===== config.mk =====
export PLATFORM = sky130hd
export DESIGN_NAME = ram_arbiter
export DESIGN_NICKNAME = d
export VERILOG_FILES = /design/src/rtl/ram_arbiter.sv
export SDC_FILE = /design/constraint.sdc
export NUM_CORES = 1
export LEC_CHECK = 0
export ABC_AREA = 1
export BUFFER_PORTS_ARGS = -buffer_cell sky130_fd_sc_hd__buf_2
export CORE_MARGIN = 2
export CORE_UTILIZATION = 48
export CTS_CLUSTER_DIAMETER = 80
export DETAILED_ROUTE_END_ITERATION = 8
export PLACE_DENSITY_LB_ADDON = 0.08
export SKIP_LAST_GASP = 1
export SYNTH_ARGS = -nofsm -noshare
export SYNTH_HDL_FRONTEND = slang
export SYNTH_SLANG_ARGS = --single-unit
export TNS_END_PERCENT = 100

===== constraint.sdc =====
create_clock -name C8M -period 1.58 [get_ports C8M]
set_input_delay 0.316 -clock C8M [delete_from_list [all_inputs] [get_ports C8M]]
set_output_delay 0.316 -clock C8M [all_outputs]
set_load 0.02 [all_outputs]

===== src/rtl/ram_arbiter.sv =====
// Two-port (CPU/DMA) arbiter that issues one SDRAM command per PHI2 slot and returns read data.
// Optional macro RAM_ARB_RR_EN replaces fixed CPU priority with round-robin arbitration.
module ram_arbiter #(
  parameter int RDLAT   = 5,
  parameter int SLOTLEN = 8
) (
  input  logic        C8M,
  input  logic        RESET,
  input  logic        PHI2,
  input  logic        CPUREQ,
  input  logic        CPUWR,
  input  logic [23:0] CPUA,
  input  logic [7:0]  CPUWD,
  output logic        CPUACK,
  output logic [7:0]  CPURD,
  input  logic        DMAREQ,
  input  logic        DMAWR,
  input  logic [23:0] DMAA,
  input  logic [7:0]  DMAWD,
  output logic        DMAACK,
  output logic [7:0]  DMARD,
  output logic        RDCMD,
  output logic        WRCMD,
  output logic [23:0] A,
  output logic [7:0]  WRD,
  input  logic [7:0]  RDD
);

  localparam int CW = (SLOTLEN > 1) ? $clog2(SLOTLEN) : 1;
  localparam logic [CW-1:0] CNT_LAST = CW'(SLOTLEN - 1);
  localparam logic [CW-1:0] CNT_RD   = CW'(RDLAT);

  typedef enum logic [1:0] {IDLE, ARM, BUSY, DONE} state_t;

  state_t        state, state_nxt;
  logic          phi2_s1, phi2_s2, phi2_d;
  logic          slot_start;
  logic [CW-1:0] cnt;
  logic          cmd_wr;
  logic          win_dma;
  logic [7:0]    rd_reg;
  logic [7:0]    rd_val;
  logic          any_req;
  logic          grant_dma;
  logic          sel_wr;
  logic [23:0]   sel_a;
  logic [7:0]    sel_wd;

  assign slot_start = phi2_d & ~phi2_s2;
  assign any_req    = CPUREQ | DMAREQ;

`ifdef RAM_ARB_RR_EN
  logic prio_dma;

  always_comb begin
    grant_dma = DMAREQ & (~CPUREQ | prio_dma);
  end
`else
  always_comb begin
    grant_dma = DMAREQ & ~CPUREQ;
  end
`endif

  // Write data is forced to zero for reads so a read never carries the requester's WD.
  always_comb begin
    sel_wr = grant_dma ? DMAWR : CPUWR;
    sel_a  = grant_dma ? DMAA  : CPUA;
    sel_wd = 8'h00;
    if (sel_wr)
      sel_wd = grant_dma ? DMAWD : CPUWD;
  end

  // Read data bypasses the register when the capture count is also the last count.
  always_comb begin
    rd_val = 8'h00;
    if (!cmd_wr)
      rd_val = (cnt == CNT_RD) ? RDD : rd_reg;
  end

  // NOTE: state registers use non-blocking assignments so every flop samples pre-edge values.
  always_ff @(posedge C8M) begin
    if (RESET)
      state <= IDLE;
    else
      state <= state_nxt;
  end

  // NOTE: the default assignment first keeps this block purely combinational (no latch).
  always_comb begin
    state_nxt = state;
    case (state)
      IDLE:    if (any_req)          state_nxt = ARM;
      ARM:     if (slot_start)       state_nxt = BUSY;
      BUSY:    if (cnt == CNT_LAST)  state_nxt = DONE;
      DONE:                          state_nxt = IDLE;
      default:                       state_nxt = IDLE;
    endcase
  end

  always_ff @(posedge C8M) begin
    if (RESET) begin
      phi2_s1 <= 1'b0;
      phi2_s2 <= 1'b0;
      phi2_d  <= 1'b0;
    end else begin
      phi2_s1 <= PHI2;
      phi2_s2 <= phi2_s1;
      phi2_d  <= phi2_s2;
    end
  end

  always_ff @(posedge C8M) begin
    if (RESET) begin
      RDCMD   <= 1'b0;
      WRCMD   <= 1'b0;
      A       <= 24'h0;
      WRD     <= 8'h00;
      CPUACK  <= 1'b0;
      DMAACK  <= 1'b0;
      CPURD   <= 8'h00;
      DMARD   <= 8'h00;
      rd_reg  <= 8'h00;
      cnt     <= '0;
      cmd_wr  <= 1'b0;
      win_dma <= 1'b0;
`ifdef RAM_ARB_RR_EN
      prio_dma <= 1'b0;
`endif
    end else begin
      CPUACK <= 1'b0;
      DMAACK <= 1'b0;
      case (state)
        IDLE: begin
          if (any_req) begin
            win_dma <= grant_dma;
            cmd_wr  <= sel_wr;
            RDCMD   <= ~sel_wr;
            WRCMD   <= sel_wr;
            A       <= sel_a;
            WRD     <= sel_wd;
`ifdef RAM_ARB_RR_EN
            prio_dma <= ~grant_dma;
`endif
          end
        end
        ARM: begin
          if (slot_start)
            cnt <= '0;
        end
        BUSY: begin
          cnt <= cnt + 1'b1;
          // Drop the strobes after one cycle so the controller sees a single command.
          if (cnt == '0) begin
            RDCMD <= 1'b0;
            WRCMD <= 1'b0;
          end
          if (cnt == CNT_RD && !cmd_wr)
            rd_reg <= RDD;
          if (cnt == CNT_LAST) begin
            CPUACK <= ~win_dma;
            DMAACK <= win_dma;
            if (win_dma)
              DMARD <= rd_val;
            else
              CPURD <= rd_val;
          end
        end
        default: ;
      endcase
    end
  end

endmodule


# --- Word level (Yosys, flattened, before mapping) ---
# Cells that the tools add are included.
totals:
  in_bits: 79
  wordCells: 66
  reg_bits: 70
op_classes:
  n_addsub: 1
  mux: 17
  bitwise: 9
  n_reduce_logical: 14
  eq_ne: 9
op_table:
  columns: ["op", "n"]
  rows:
  - ["$mux 8", 4]
  - ["$mux 24", 1]
  - ["$reduce_and 3->1", 4]
  - ["$ne 2x2->1 const B", 4]
  - ["$pmux 2 s4", 1]
  - ["$eq 3x3->1 const B", 2]
  - ["$mux 2", 3]
  - ["$not 1->1", 6]
  - ["$pmux 3 s2", 1]
  - ["$reduce_and 2->1", 3]
  - ["$eq 2x2->1 const B", 2]
  - ["$mux 1", 4]
  - ["$pmux 1 s2", 2]
  - ["$reduce_bool 2->1", 2]
  - ["$add 3x1->3 const B", 1]
  - ["$logic_not 3->1", 1]
  - ["$mux 3", 1]
  - ["$reduce_or 3->1", 1]
  - ["$and 1x1->1", 2]
  - ["$eq 2x1->1 const B", 1]
  - ["$logic_not 2->1", 1]
  - ["$logic_and 1x1->1", 1]
  - ["$logic_not 1->1", 1]
  - ["$or 1x1->1", 1]

# --- Depth between registers and ports, before layout ---
# Gate-level depths: netlist (run 1).
depth:
  word_depth: 6
  depth_mapped: 8
  mapped_depth_nobuf: 8

# --- Worst setup path after synthesis (run 1) ---
# OpenSTA, ideal clock, no wires.
synth_path:
  kind: "register to register"
  start: "register cnt[0]"
  end: "register CPURD[6]"
  path_slack_ns: 0.271
  period_less_slack_ns: 1.309
  stages_incl_launch_ff: 8
  arrival_ns: 1.183
  path_buffers: 1
  cell_sequence: "dfxtp_1 ha_1 ha_1 nand2_2 nor2_4 buf_6 o21ai_0 a21oi_1"
synth_between:
  elab_chain_cells: 3
  word_cells_on_any_way: 5
  classes_between: "eq/ne (2); mux (2); reduce/logical (1)"
synth_lines:
  columns: ["element", "line", "rtl"]
  rows:
  - ["start, declared", "38", "logic [CW-1:0] cnt;"]
  - ["start signal, assigned", "151", "cnt <= cnt + 1'b1;"]
  - ["$eq 3x3->1", "77", "rd_val = (cnt == CNT_RD) ? RDD : rd_reg;"]
  - ["$mux 8", "77", null]
  - ["$mux 8", "76", "if (!cmd_wr)"]
  - ["end signal, assigned", "165", "CPURD <= rd_val;"]
  - ["end, declared", "15", "output logic [7:0] CPURD,"]
# Parallel ways exist; a longest one is shown, timed or not.
# A chain may end at the register's enable or synchronous reset.

# --- Worst setup path in the final report (run 1) ---
# Ends and elaborated chain as after synthesis.

==> results_dict.tcl, run 1 <==
set metrics [dict create \
    finalCritPeriodShare_pct 92.8 \
    relSlewSlack_pct 72.2 \
    cpMostUsedCell "ha_1" \
    synth-seq-cells 70 \
    power_density_nw_per_um2 1240 \
    dp_slack_ns 0.112 \
    ios 131 \
    grt_pass1_vias 2932 \
    ys_top_cells_by_area "dfxtp_1, nand2_1, a21oi_1, o21ai_0, nand3_1" \
    synth_common_cells "nand2_1, dfxtp_1, a21oi_1" \
    holdPathStages 3 \
    rsz0062_at_grt "yes" \
    syn_avg_cell_area_um2 7.11 \
    ir_worst_vdd_v 0.000986 \
    dpl.cell_count 640 \
    nFillCells 619 \
    drt_iter0_drc 125 \
    path_clk_slew_ns 0.07 \
    htree_levels 3 \
    required_ns 1.80 \
    drc 0 \
    num-nets-final 667 \
    post_synth_instance_area_um2 3190 \
    finalWorstSetupSlack_ns 0.114 \
    ys_warn_count 0 \
    vias_per_cell 4.95 \
    die_w_um 85.5 \
    cts_root_buf "clkbuf_8" \
    grt_max_degree 31 \
    grt_first_pass_wirelength_um 12900 \
    hold_violations 0 \
    finalSetupViolCount 0 \
    finalNonFillerCells 663 \
    antenna_found_initial 0 \
    slew_violations 0 \
    wl_per_cell_um 11.9 \
    clk_path_buf_depth 2 \
    syn-instance-count 448 \
    fin_skew_ns 0.0104 \
    grt_use_total_pct 22.0 \
    cp_max_fo 16 \
    synth_nets 534 \
    p_leak_nw 2.08 \
    largest_register_ffs 24 \
    hold_path_end "phi2_s1" \
    reg2regPathDepth 6 \
    synth_edf_count 0 \
    crit_slowest_cell "dfxtp_1" \
    period_needed_ns 1.47 \
    end_kind "register" \
    synthArstFlopShare_pct 0 \
    vias 3280 \
    critPathTopFamily "simple AND/OR/NAND/NOR gates" \
    die_area_um2 7300 \
    clkLatencyLatePin_ns 0.35 \
    n_antenna_cell 0 \
    crit_buf_inv 1 \
    start_kind "register" \
    dr.pass1.iters 4 \
    fp.dieH_um 85.5 \
    ys_types 24 \
    arrival_ns 1.69 \
    fmax_mhz 682 \
    reg2reg_from "cnt[0]" \
    synthFlopType "dfxtp_1" \
    ant_nets 0 \
    criticalPathCategory "reg2reg" \
    routed_wl_um 7920 \
    r2r_end "CPURD[6]" \
    synthMostInstantiatedCell "nand2_1" \
    drive_above_1_share_pct 31.9 \
    cts_made_buffers 9 \
    syn2layout_area_growth_pct 28.5 \
    overflow 0 \
    numPortBuffers 130 \
    synth_top_cell_by_area "dfxtp_1" \
    holdCritStartpoint "PHI2" \
    worst_pin_slew_ns 0.417 \
    synth_top_area_share_pct 44.0 \
    core_area_um2 6390 \
    tns_ns 0 \
    hp-class "in2reg" \
    dp_hpwl_um 5860 \
    synth.yosys.seq_area_share_pct 44.0 \
    max_cap_violations 0 \
    std_cell_rows 29 \
    outcome "finished, final reports clean" \
    largest_register "A" \
    cts_tree "done" \
    critPathMaxStageDelay_ns 0.38 \
    initial_core_util_pct 49.9 \
    cts.sinks 70 \
    gp_congestion 0.758 \
    cp_cell_sequence "ha_1 -> ha_1 -> nand2_2 -> nor2_4 -> buf_4 -> a21oi_1" \
    rrSetupSlack_ns 0.11 \
]
placed cells by master, fill, tap and decap left out, types with 2 or more instances in the layout:
master      netlist  routed
nand2_2           8       8
buf_4             3      14
clkinv_2          0       3
o21ai_0          29      29
inv_1            20      20
a21oi_1          61      61
buf_2            12     131
dfxtp_1          70      70
nor2_4            2       2
inv_2             5       4
nand2_1         157     157
ha_1              7       6
nor3_1            2       2
clkinvlp_4        0       3
o21ai_1           5       5
a21oi_2           4       4
nand3_1          23      23
clkbuf_8          0      10
nor2_1           25      25
kinds of logic after synthesis:
family,Yosys count,synth area share (%)
fa+ha+maj,7,2.75
buf+inv,51,8.29
flops,70,44.0
compound gates,100,16.5
simple gates,220,28.4
power by group:
group | internal (mW) | total (mW) | switching, mW | leakage (nW)
logic | 0.609 | 1.65 | 1.05 | 1.43
registers | 2.00 | 2.15 | 0.147 | 0.570
clock network | 0.602 | 1.27 | 0.671 | 0.0841
total | 3.21 | 5.07 | 1.86 | 2.08
final cells by class:
cell class	instances	area (um^2)	area share, %
timing repair buffer	147	792	19.4
multi-input combinational	327	1520	37.2
clock buffer	10	138	3.36
inverter	26	105	2.57
tap	77	96.3	2.35
clock inverter	6	37.5	0.917
sequential	70	1400	34.2
stage by stage:
stage | hold WS, ns | power [mW] | area (um^2) | utilization (%)
global route | 0.182 | 5.43 | 4090 | 64.1
global placement | 0.394 | 3.79 | 3860 | 60.4
finish | 0.186 | 5.07 | 4090 | 64.1
detailed placement | 0.400 | 3.83 | 3860 | 60.4
CTS | 0.168 | 5.10 | 4030 | 63.2
floorplan | 0.388 | 3.28 | 3190 | -
timing repair:
action                                 CTS  global route
setup endpoints to repair                0            20
hold buffers                             0             0
buffers inserted                         0             7
endpoints found under the hold margin    0             0
gates resized for setup                  0             3
worst reg2reg max path, delay by kind of cell, from the launching register on:
family	cells	cell delay, ns
AND/OR/NAND/NOR	2	0.39
flip-flops	1	0.38
adder cells (fa/ha/maj)	2	0.35
buffers and inverters	1	0.17
AO/OA/AOI/OAI	1	0.05
worst max-delay path by stage:
stage                     startpoint  cells after the start  slack [ns]  endpoint
after global placement        cnt[0]                      6        0.17  CPURD[2]
after floorplan               cnt[0]                      7        0.27  CPURD[6]
final                         cnt[0]                      6        0.11  CPURD[6]
after global routing        state[1]                      7       -0.03    cmd_wr
after detailed placement      cnt[0]                      6        0.11  DMARD[2]
after CTS                     cnt[0]                      6        0.09  DMARD[2]
metal layers:
| metal | track usage [%] | wire [um] | up-vias |
|---|---|---|---|
| li1 | - | - | 1703 |
| met1 | 27.3 | 3480 | 1458 |
| met2 | 37.0 | 3710 | 108 |
| met3 | 6.81 | 626 | 11 |
| met4 | 5.92 | 93 | 0 |
| met5 | 0 | 0 | - |
(Power assumes the default switching activity.)
==> run 2: changes to the inputs <==
- CAP_MARGIN: unset -> 0
- CORE_UTILIZATION: 48 -> 50
- PLACE_DENSITY: unset -> 0.83
- PLACE_DENSITY_LB_ADDON: 0.08 -> unset
- clock period: 1.58 -> 1.7 ns (I/O delays scaled with it)
==> run 2 against run 1 <==
Sequential power down 8%. Sequential cell count did not move. Routed wire length grew 3.6%. Setup slack better by 0.042 ns. Clock skew decreased by 0.0035 ns. Global-route usage increased by 1.2 points. Final area is 0.12% higher. Count of clock-buffer cells in the layout is the same. Critical path type unchanged.
==> results_dict.tcl, run 2 (synthesized netlist as in run 1, its figures left out) <==
set metrics [dict create \
    grt_first_pass_wirelength_um 13500 \
    fin_skew_ns 0.00689 \
    largest_register_ffs 24 \
    largest_register "A" \
    cts_hold_buffers 0 \
    finalWorstSetupSlack_ns 0.156 \
    slew_violations 0 \
    ios 131 \
    cts_root_buf "clkbuf_8" \
    cts_made_buffers 9 \
    tns_ns 0 \
    htree_levels 3 \
    ant_nets 0 \
    syn2layout_area_growth_pct 28.6 \
    vias 3283 \
    wl_per_cell_um 12.5 \
    finalSetupViolCount 0 \
    core_area_um2 6240 \
    cp_max_fo 16 \
    worst_pin_slew_ns 0.374 \
    initial_core_util_pct 51.0 \
    die_w_um 83.8 \
    grt_max_degree 29 \
    clk_path_buf_depth 2 \
    routed_wl_um 8200 \
    outcome "finished, final reports clean" \
    drc 0 \
    start_kind "register" \
    antenna_found_initial 0 \
    worstSetupStartpoint "cnt[0]" \
    numPortBuffers 130 \
    fp.dieH_um 83.8 \
    dp_slack_ns 0.127 \
    grt_use_total_pct 23.2 \
    p_leak_nw 2.08 \
    max_cap_violations 0 \
    path_clk_slew_ns 0.08 \
    power_density_nw_per_um2 1230 \
    vias_per_cell 5.01 \
    rrSetupSlack_ns 0.16 \
    clkLatencyLatePin_ns 0.34 \
    gp_congestion 0.797 \
    drive_above_1_share_pct 31.0 \
    cts_tree "done" \
    finalCritPeriodShare_pct 90.8 \
    final_cell_mix "nand2_1, buf_2, dfxtp_1" \
    period_needed_ns 1.54 \
    fmax_mhz 648 \
    required_ns 1.92 \
    nFillCells 538 \
    drt_iter0_drc 185 \
    rsz0062_at_grt "no" \
    ir_worst_vdd_v 0.000792 \
    relSlewSlack_pct 74.8 \
    hp-class "in2reg" \
    criticalPathCategory "reg2reg" \
    overflow 0 \
    holdCritStartpoint "PHI2" \
    reg2reg_from "cnt[0]" \
    hold_violations 0 \
    std_cell_rows 29 \
    dr.pass1.iters 4 \
    die_area_um2 7030 \
    cts.sinks 70 \
    arrival_ns 1.76 \
    dp_hpwl_um 5930 \
    final_common_cell "nand2_1" \
    grt_pass1_vias 3021 \
    end_kind "register" \
    n_antenna_cell 0 \
    num-nets-final 659 \
]
==> run 2: critical path, cell delays in order, from the launching register on <==
cell and delay, ns:
dfxtp_1 0.34, ha_1 0.20, ha_1 0.20, nand2_2 0.16, nor2_4 0.07, buf_12 0.14
o21ai_0 0.24, a21oi_1 0.08
==> run 2: path summary, 6_finish.rpt <==
| path | end | depth (start not counted) |
|---|---|---|
| hold / removal | phi2_s1 | 3 |
| setup reg to reg | DMARD[2] | 7 |
| hold reg to reg | phi2_s2 | 2 |
| setup / recovery | DMARD[2] | 7 |
==> run 2: per-stage QoR <==
stage / instance area [um^2] / std cells / utilization, % / hold slack [ns] / power [mW]
floorplan: 3190 / 448 / - / 0.388 / 3.05
global placement: 3840 / 638 / 61.6 / 0.395 / 3.51
detailed placement: 3840 / 638 / 61.6 / 0.404 / 3.56
CTS: 4080 / 654 / 65.3 / 0.196 / 5.08
global route: 4100 / 655 / 65.7 / 0.204 / 5.33
finish: 4100 / 655 / 65.7 / 0.203 / 5.06
==> run 2: area by class of cell <==
cell class              count  area [um^2]  share of cell area, %
clock buffers              10          138                   3.36
flip-flops and latches     70         1400                   34.2
well taps                  77         96.3                   2.35
multi-input cells         327         1520                   37.2
inverters                  26          103                   2.50
repair buffers            139          743                   18.1
clock inverters             6         93.8                   2.29
==> run 2: repair_timing <==
action,CTS,global route
buffers inserted,0,1
hold endpoints to repair,0,0
resized for setup,0,1
endpoints found under the setup margin,0,9
==> run 2: layer usage <==
| layer | wire, um | vias to the layer above | track usage [%] |
|---|---|---|---|
| met5 | 0 | - | 0 |
| met4 | 223 | 0 | 10.9 |
| met3 | 466 | 19 | 4.15 |
| met2 | 3870 | 114 | 38.3 |
| met1 | 3640 | 1463 | 29.3 |
| li1 | - | 1687 | - |
==> run 2: power by group <==
group	switching [mW]	total, mW	internal [mW]
registers	0.122	1.98	1.86
logic	0.996	1.54	0.548
clock network	0.658	1.53	0.876
total	1.78	5.06	3.28
==> run 3: changes to the inputs <==
- CELL_PAD_IN_SITES_DETAIL_PLACEMENT: unset -> 1
- CELL_PAD_IN_SITES_GLOBAL_PLACEMENT: unset -> 2
- CORE_UTILIZATION: 50 -> 27
- PLACE_DENSITY: 0.83 -> 0.85
- SKIP_LAST_GASP: 1 -> unset
==> run 3 against run 2 <==
Count of clock-buffer cells in the layout is 1 higher. Via count is 2.6% higher. Clock skew shrank 0.0021 ns. Sequential share of layout area decreased by 1.3 points. Register-to-register slack improved by 0.05 ns. Hold slack gained 0.0023 ns. Final area is 3.8% higher. Cell count is 10% higher. Highest routed layer unchanged.
==> results_dict.tcl, run 3 (synthesized netlist as in run 1, its figures left out) <==
set metrics [dict create \
    hold_violations 0 \
    grt_max_degree 32 \
    die_w_um 113 \
    drt_iter0_drc 99 \
    nFillCells 1475 \
    wl_per_cell_um 14.2 \
    required_ns 1.96 \
    clkLatencyLatePin_ns 0.33 \
    std_cell_rows 39 \
    die_area_um2 12700 \
    tns_ns 0 \
    reg2regPathDepth 7 \
    end_kind "register" \
    cts.sinks 70 \
    met2_usage_pct 29.2 \
    grt_use_total_pct 16.6 \
    final_cell_mix "nand2_1, buf_2, dfxtp_1" \
    r2r_end "WRD[7]" \
    grt_pass1_vias 3448 \
    ios 131 \
    cts_tree "done" \
    arrival_ns 1.76 \
    power_density_nw_per_um2 1250 \
    rrSetupSlack_ns 0.20 \
    rsz0062_at_grt "no" \
    numPortBuffers 130 \
    hold_ws_ns 0.205 \
    dr.pass1.iters 4 \
    cts_made_buffers 9 \
    relSlewSlack_pct 70.4 \
    worstSetupStartpoint "state[1]" \
    finalSetupViolCount 0 \
    clk_path_buf_depth 2 \
    worst_pin_slew_ns 0.444 \
    crit_end "WRD[7]" \
    gp_congestion 0.749 \
    cp_max_fo 27 \
    regArea_um2 1400 \
    core_area_um2 11500 \
    globalRouteMet1Util_pct 20.1 \
    antenna_found_initial 0 \
    largest_register "A" \
    overflow 0 \
    multi_input_area_um2 1520 \
    fmax_mhz 668 \
    final_common_cell "nand2_1" \
    p_leak_nw 2.11 \
    finalCritPeriodShare_pct 88.1 \
    fp.dieH_um 113 \
    path_clk_slew_ns 0.06 \
    htree_levels 3 \
    syn2layout_area_growth_pct 33.6 \
    drive_above_1_share_pct 31.1 \
    drc 0 \
    n_antenna_cell 0 \
    finalNonFillerCells 722 \
    ir_worst_vdd_v 0.000431 \
    holdPathStages 3 \
    fin_skew_ns 0.00478 \
    slew_violations 0 \
    start_kind "register" \
    outcome "finished, final reports clean" \
    period_needed_ns 1.50 \
    cts_root_buf "clkbuf_16" \
    dp_hpwl_um 7550 \
    hp-class "in2reg" \
    grt_util_met3_pct 3.51 \
    dpl.cell_count 704 \
    ant_nets 0 \
    largest_register_ffs 24 \
    initial_core_util_pct 27.8 \
    routed_wl_um 10200 \
    grt_first_pass_wirelength_um 17000 \
    final_util_pct 37.1 \
    vias 3367 \
    grt_busiest_layer "met2" \
    criticalPathCategory "reg2reg" \
    num-nets-final 661 \
    reg2reg_from "state[1]" \
    max_cap_violations 0 \
    vias_per_cell 4.66 \
]
[run 3: worst min-delay path by stage]
| stage | slack, ns | endpoint | from |
|---|---|---|---|
| 2_1_floorplan | 0.39 | phi2_s2 | phi2_s1 |
| 3_3_place_gp | 0.40 | phi2_s2 | phi2_s1 |
| 4_1_cts | 0.20 | phi2_s1 | PHI2 |
| 3_5_place_dp | 0.41 | phi2_s2 | phi2_s1 |
| 5_1_grt | 0.23 | phi2_s1 | PHI2 |
| 6_report | 0.21 | phi2_s1 | PHI2 |
[run 3: cell type report]
| type | count | share of cell area (%) |
|---|---|---|
| Sequential cell | 70 | 32.9 |
| Multi-Input combinational cell | 327 | 35.8 |
| Tap cell | 143 | 4.20 |
| Clock buffer | 11 | 5.94 |
| Clock inverter | 4 | 0.529 |
| Inverter | 26 | 2.41 |
| Timing Repair Buffer | 141 | 18.2 |
[run 3: repair_timing]
item / CTS / global route
setup endpoints to repair: 0 / 17
resized for setup: 0 / 2
hold buffers: 0 / 0
buffers inserted: 0 / 3
[run 3: routing by layer]
metal | vias up | part of all wire [%]
met5 | - | 0
met1 | 1581 | 44
met3 | 12 | 4.5
met4 | 0 | 1.5
li1 | 1695 | -
met2 | 79 | 50
[run 3: critical path: stages (launching register included)]
cell and delay (ns):
dfxtp_1 0.32, inv_1 0.10, ha_1 0.21, inv_1 0.10, a21oi_4 0.16, buf_6 0.24, nand3_1 0.13, a21oi_1 0.15
[run 3: through the flow]
step                      area, um^2  worst slack [ns]  total power, mW
after floorplan                 3190             0.391             3.05
after global placement          3930             0.197             3.58
after detailed placement        3930            0.0747             3.63
after CTS                       4200            0.0647             5.39
after global routing            4260            0.0332             5.67
final                           4260             0.203             5.32
[run 3: report_power, final]
part	total, mW	leakage, nW	internal, mW	switching [mW]
Clock	1.74	0.137	1.05	0.691
Sequential	1.99	0.570	1.86	0.126
Combinational	1.59	1.41	0.557	1.03
